File: src/rtl/palette_fader.sv
// Writable colour palette with a 2-stage lookup/scale pipeline and a
// frame-synchronous brightness sequencer for fade-in, fade-out and blink.
module palette_fader #(
    parameter int unsigned INDEX_W     = 4,
    parameter int unsigned CH_W        = 4,
    parameter int unsigned STEP_FRAMES = 4
) (
    input  logic                Clk,
    input  logic                Reset,
    input  logic                frame_start,
    input  logic                pix_valid,
    input  logic [INDEX_W-1:0]  index,
    input  logic                wr_en,
    input  logic [INDEX_W-1:0]  wr_index,
    input  logic [3*CH_W-1:0]   wr_color,
    input  logic [1:0]          fade_mode,
    input  logic                fade_start,
    output logic [CH_W-1:0]     red,
    output logic [CH_W-1:0]     green,
    output logic [CH_W-1:0]     blue,
    output logic                out_valid,
    output logic                transparent,
    output logic                busy,
    output logic                fade_done
);
    localparam int unsigned ENTRIES = 1 << INDEX_W;
    localparam int unsigned COL_W   = 3 * CH_W;
    localparam int unsigned LVL_W   = CH_W + 1;
    localparam int unsigned PROD_W  = 2 * CH_W + 1;
    localparam int unsigned CNT_W   = 8;

    localparam logic [LVL_W-1:0] LVL_MAX   = LVL_W'(1 << CH_W);
    localparam logic [CH_W-1:0]  CH_MAX    = '1;
    localparam logic [COL_W-1:0] RED_ENTRY = {CH_MAX, (2*CH_W)'(0)};
    localparam logic [CNT_W-1:0] STEP_LAST = CNT_W'(STEP_FRAMES - 1);

    typedef enum logic [1:0] {IDLE, FADE_IN, FADE_OUT, BLINK} state_e;

    logic [COL_W-1:0] pal_q [ENTRIES];
    logic [COL_W-1:0] pal_d [ENTRIES];
    logic [COL_W-1:0] s1_color_q, s1_color_d;
    logic             s1_valid_q, s1_valid_d;
    logic             s1_transp_q, s1_transp_d;
    logic [CH_W-1:0]  red_q, red_d, green_q, green_d, blue_q, blue_d;
    logic             out_valid_q, out_valid_d;
    logic             transparent_q, transparent_d;
    logic             busy_q, busy_d;
    logic             fade_done_q, fade_done_d;
    state_e           state_q, state_d;
    logic [LVL_W-1:0] level_q, level_d;
    logic [CNT_W-1:0] cnt_q, cnt_d;

    // out = (c * level) >> CH_W, truncated
    function automatic logic [CH_W-1:0] scale(input logic [CH_W-1:0] c,
                                              input logic [LVL_W-1:0] lvl);
        logic [PROD_W-1:0] prod;
        prod = PROD_W'(c) * PROD_W'(lvl);
        return CH_W'(prod >> CH_W);
    endfunction

    // Palette write and the two pipeline stages; reads see the pre-write contents.
    always_comb begin
        pal_d = pal_q;
        if (wr_en) pal_d[wr_index] = wr_color;
        s1_color_d    = pal_q[index];
        s1_valid_d    = pix_valid;
        s1_transp_d   = (index == '0);
        red_d         = scale(s1_color_q[COL_W-1 -: CH_W], level_q);
        green_d       = scale(s1_color_q[2*CH_W-1 -: CH_W], level_q);
        blue_d        = scale(s1_color_q[CH_W-1 -: CH_W], level_q);
        out_valid_d   = s1_valid_q;
        transparent_d = s1_transp_q;
    end

    // Brightness sequencer; fade_start takes priority over frame counting.
    always_comb begin
        state_d     = state_q;
        level_d     = level_q;
        cnt_d       = cnt_q;
        fade_done_d = 1'b0;
        if (fade_start) begin
            cnt_d = '0;
            unique case (fade_mode)
                2'b01:   begin level_d = '0;      state_d = FADE_IN;  end
                2'b10:   begin level_d = LVL_MAX; state_d = FADE_OUT; end
                2'b11:   begin level_d = LVL_MAX; state_d = BLINK;    end
                default: begin level_d = LVL_MAX; state_d = IDLE;     end
            endcase
        end else if (frame_start && state_q != IDLE) begin
            if (cnt_q == STEP_LAST) begin
                cnt_d = '0;
                unique case (state_q)
                    FADE_IN: begin
                        level_d = level_q + LVL_W'(1);
                        if (level_d == LVL_MAX) begin
                            state_d     = IDLE;
                            fade_done_d = 1'b1;
                        end
                    end
                    FADE_OUT: begin
                        level_d = level_q - LVL_W'(1);
                        if (level_d == '0) begin
                            state_d     = IDLE;
                            fade_done_d = 1'b1;
                        end
                    end
                    BLINK:   level_d = (level_q == LVL_MAX) ? '0 : LVL_MAX;
                    default: level_d = level_q;
                endcase
            end else begin
                cnt_d = cnt_q + CNT_W'(1);
            end
        end
        busy_d = (state_d != IDLE);
    end

    always_ff @(posedge Clk) begin
        if (Reset) begin
            for (int i = 0; i < ENTRIES; i++) pal_q[i] <= (i == 0) ? '0 : RED_ENTRY;
            s1_color_q    <= '0;
            s1_valid_q    <= 1'b0;
            s1_transp_q   <= 1'b0;
            red_q         <= '0;
            green_q       <= '0;
            blue_q        <= '0;
            out_valid_q   <= 1'b0;
            transparent_q <= 1'b0;
            busy_q        <= 1'b0;
            fade_done_q   <= 1'b0;
            state_q       <= IDLE;
            level_q       <= LVL_MAX;
            cnt_q         <= '0;
        end else begin
            pal_q         <= pal_d;
            s1_color_q    <= s1_color_d;
            s1_valid_q    <= s1_valid_d;
            s1_transp_q   <= s1_transp_d;
            red_q         <= red_d;
            green_q       <= green_d;
            blue_q        <= blue_d;
            out_valid_q   <= out_valid_d;
            transparent_q <= transparent_d;
            busy_q        <= busy_d;
            fade_done_q   <= fade_done_d;
            state_q       <= state_d;
            level_q       <= level_d;
            cnt_q         <= cnt_d;
        end
    end

    assign red         = red_q;
    assign green       = green_q;
    assign blue        = blue_q;
    assign out_valid   = out_valid_q;
    assign transparent = transparent_q;
    assign busy        = busy_q;
    assign fade_done   = fade_done_q;
endmodule

File: config.mk
export PLATFORM = sky130hd
export DESIGN_NAME = palette_fader
export DESIGN_NICKNAME = d
export VERILOG_FILES = /design/src/rtl/palette_fader.sv
export SDC_FILE = /design/constraint.sdc
export NUM_CORES = 1
export LEC_CHECK = 0
export ABC_CLOCK_PERIOD_IN_PS = 4000
export BUFFER_PORTS_ARGS = -buffer_cell sky130_fd_sc_hd__buf_2
export CAP_MARGIN = 0
export CORE_MARGIN = 1.5
export CORE_UTILIZATION = 54
export DETAILED_ROUTE_END_ITERATION = 12
export PLACE_DENSITY = 0.8
export SLEW_MARGIN = 40
export SYNTH_ARGS = -nofsm -noshare
export SYNTH_HDL_FRONTEND = slang
export SYNTH_SLANG_ARGS = --single-unit
export TNS_END_PERCENT = 1
File: constraint.sdc
create_clock -name Clk -period 4 [get_ports Clk]
set_input_delay 0.8 -clock Clk [delete_from_list [all_inputs] [get_ports Clk]]
set_output_delay 0.8 -clock Clk [all_outputs]
set_load 0.05 [all_outputs]
==> results.ini <==
[floorplan]
die_area_um2 = 22140
io_pins = 44
core_um2 = 20960
initial_utilization_pct = 54.78
die_w_um = 148.8
fp.dieH_um = 148.8
rows = 53

[critical_path]
critPathTopFamily = adder cells
critPathLaunchType = register
end_kind = register
r2r-start = level_q[2]
r2r_slack_ns = 0.58
cp_slowest_stage_delay_ns = 0.85
cp_slowest_cell = dfxtp_1
crit_cells = 10
path_class = reg -> reg
crit_buf_inv = 1
crit_arrival_ns = 3.80
cp_common_cell = fa_1
crit_chain = nand2_1 -> fa_1 -> fa_1 -> inv_1 -> ha_1 -> nand4_1 -> o2111ai_1 -> a21oi_1 -> xnor2_1 -> nor2_1
timing.rr.end = green[3]
cp.required_ns = 4.38
r2r.worst_path.cells = 10
cp_max_fo = 24

[hold_path]
holdPathEnd = transparent
holdCritPathClass = reg -> reg
hold_start = s1_transp_q
min_path_cells = 1

[logic_synthesis]
synth_edf_count = 0
yosysUniqueCellTypes = 54
ys_warn_count = 0
syn_avg_cell_area_um2 = 8.147
synthArstFlopShare_pct = 0
syn_area_um2 = 11480
ys_ff_latch = 237
ys_seq_area_share_pct = 41.33
syn_nets = 1488
netlist_instances = 1409
synth_top_flop_cell = dfxtp_1

[cts]
clk_path_buf_depth = 3
cts_root_buf = clkbuf_16
h-tree-depth = 1
cts-resized-gates = 0
postCtsSetupBuffers = 0
cts_tree = built
hold_buffers = 0
clock-sinks = 237
clock_latency_ns = 0.53
clkTransAtPathRegs_ns = 0.06
cts_buffers = 26

[detailed_routing]
drtIter0Drc = 976
drc = 0
drt-vias-per-instance = 5.950
routedWlPerCell_um = 18.26
wirelength_um = 30680
ant_nets = 0
vias = 9996
dr.pass1.iters = 5

[timing]
fin_crit_ns = 3.420
setup_viol = 0
fin_skew_ns = 0.01384
fin_setup_tns_ns = 0
slew_viol_final = 0
max_freq_mhz = 292.4
timing.final.crit_share_pct = 85.49
setup_slack_ns = 0.5804
finalHoldViolCount = 0
slew_headroom_pct = 41.11
tightest_slew_ns = 0.8816
rsz0062_at_grt = no

[power]
p_leak_nw = 4.974
peakVddDrop_mv = 0.3453
p_per_area_nw_per_um2 = 412.7

[final_layout]
num-fill-cells = 1811
drive_above_1_share_pct = 11.39
area_growth_pct = 9.907
fin_nets = 1466
antenna_cells = 0

[global_route]
grt_pass1_wl_um = 49290
grt_max_degree = 89
gr-total-overflow = 0
grt_antenna_before_repair = 0
grt.total_usage_pct = 27.97
grt_pass1_vias = 9626

[placement]
dp_hpwl_um = 19850
gp_congestion = 0.8729
io_buffers = 43
pre_cts_ws_ns = 0.5951

[run_status]
status = completed

[run]
cap_violations = 0

## layer usage
layer	vias up	GRT usage, %	share of wire, %
met3	81	4.434	9.3
met1	4746	37.55	41
met4	0	11.44	3.5
met5	-	0	0
met2	480	45.19	46
li1	4689	-	-
## where the power goes
| group | internal (W) | total [W] | leakage (nW) | switching [W] |
|---|---|---|---|---|
| clock network | 0.00144 | 0.00238 | 0.416 | 0.000944 |
| logic | 0.000119 | 0.000387 | 2.64 | 0.000268 |
| registers | 0.00241 | 0.00244 | 1.92 | 0.0000321 |
## area by class of cell
type	instances	area, um2	area share [%]
Multi-Input combinational cell	1031	6167	48.88
Sequential cell	237	4745	37.60
Clock buffer	40	763.2	6.049
Timing Repair Buffer	63	399.1	3.163
Tap cell	275	344.1	2.727
Inverter	28	105.1	0.8330
Clock inverter	6	93.84	0.7438
## cells in the final DEF (no fill, tap or decap), types with 8 or more instances in the layout
master	count
a211oi_1	13
a21oi_1	154
and2_1	18
and3_1	8
buf_2	41
buf_4	19
clkbuf_1	8
clkbuf_16	26
dfxtp_1	237
fa_1	15
ha_1	36
inv_1	27
mux2_2	8
mux2i_1	27
mux4_2	32
nand2_1	451
nand3_1	84
nand4_1	8
nor2_1	40
nor2_2	11
nor2b_1	14
nor3_1	10
o211ai_1	9
o21ai_0	16
xnor2_1	15
## sequential cells by signal, indices dropped and copies added (netlist names)
| register | flops |
|---|---|
| red | 4 |
| s1_transp_q | 1 |
| level_q | 5 |
| pal_q | 192 |
| busy | 1 |
| blue | 4 |
| green | 4 |
| transparent | 1 |
| cnt_q | 8 |
| s1_color_q | 12 |
| out_valid | 1 |
| out_valid_d | 1 |
| state_q | 2 |
| fade_done | 1 |
## synth_stat cells (all sizes together), types with 4 or more instances
cell type | number | area, um2
a32oi | 4 | 35.03
mux2 | 8 | 90.09
inv | 28 | 105.1
xnor2 | 15 | 131.4
nand4 | 8 | 50.05
a211oi | 13 | 97.59
o2111ai | 6 | 52.55
mux2i | 27 | 270.3
mux4 | 32 | 720.7
dfxtp | 237 | 4745
and3 | 9 | 57.56
xor2 | 7 | 61.31
fa | 15 | 300.3
nand2 | 451 | 1693
nand2b | 7 | 43.79
o211ai | 9 | 67.56
o21ai | 16 | 80.08
o22ai | 4 | 25.02
nor2 | 51 | 191.4
buf | 16 | 116.4
nand3 | 84 | 420.4
nor2b | 14 | 87.58
a21oi | 154 | 770.7
nor3 | 10 | 50.05
and2 | 18 | 112.6
ha | 36 | 450.4
a22oi | 7 | 52.55
clkbuf | 97 | 374.1
## per-stage QoR
step | instance area (um2) | hold slack, ns | util (%) | instances | total power [W]
after floorplan | 11480 | 0.4138 | - | 1409 | 0.002751
after global placement | 11730 | 0.4379 | 55.97 | 1634 | 0.002859
after detailed placement | 11760 | 0.4405 | 56.12 | 1634 | 0.002868
after CTS | 12620 | 0.4534 | 60.21 | 1680 | 0.005225
after global routing | 12620 | 0.4663 | 60.21 | 1680 | 0.005359
final | 12620 | 0.4473 | 60.21 | 1680 | 0.005207
## worst max path at each step
stage,endpoint,from,slack (ns)
after floorplan,green[3],level_q[1],0.86
after global placement,green[3],level_q[2],0.71
after detailed placement,green[3],level_q[2],0.60
after CTS,blue[3],level_q[2],0.58
after global routing,green[3],level_q[2],0.38
final,green[3],level_q[2],0.58
## cells by family after synthesis
group	after synthesis	synth area share, %
AO/OA/AOI/OAI	220	10.79
XOR/XNOR	22	1.679
adder cells (fa/ha/maj)	51	6.540
buffers and inverters	141	5.188
flip-flops	237	41.33
multiplexers	67	9.417
AND/OR/NAND/NOR	671	25.06
(Power assumes the default switching activity.)
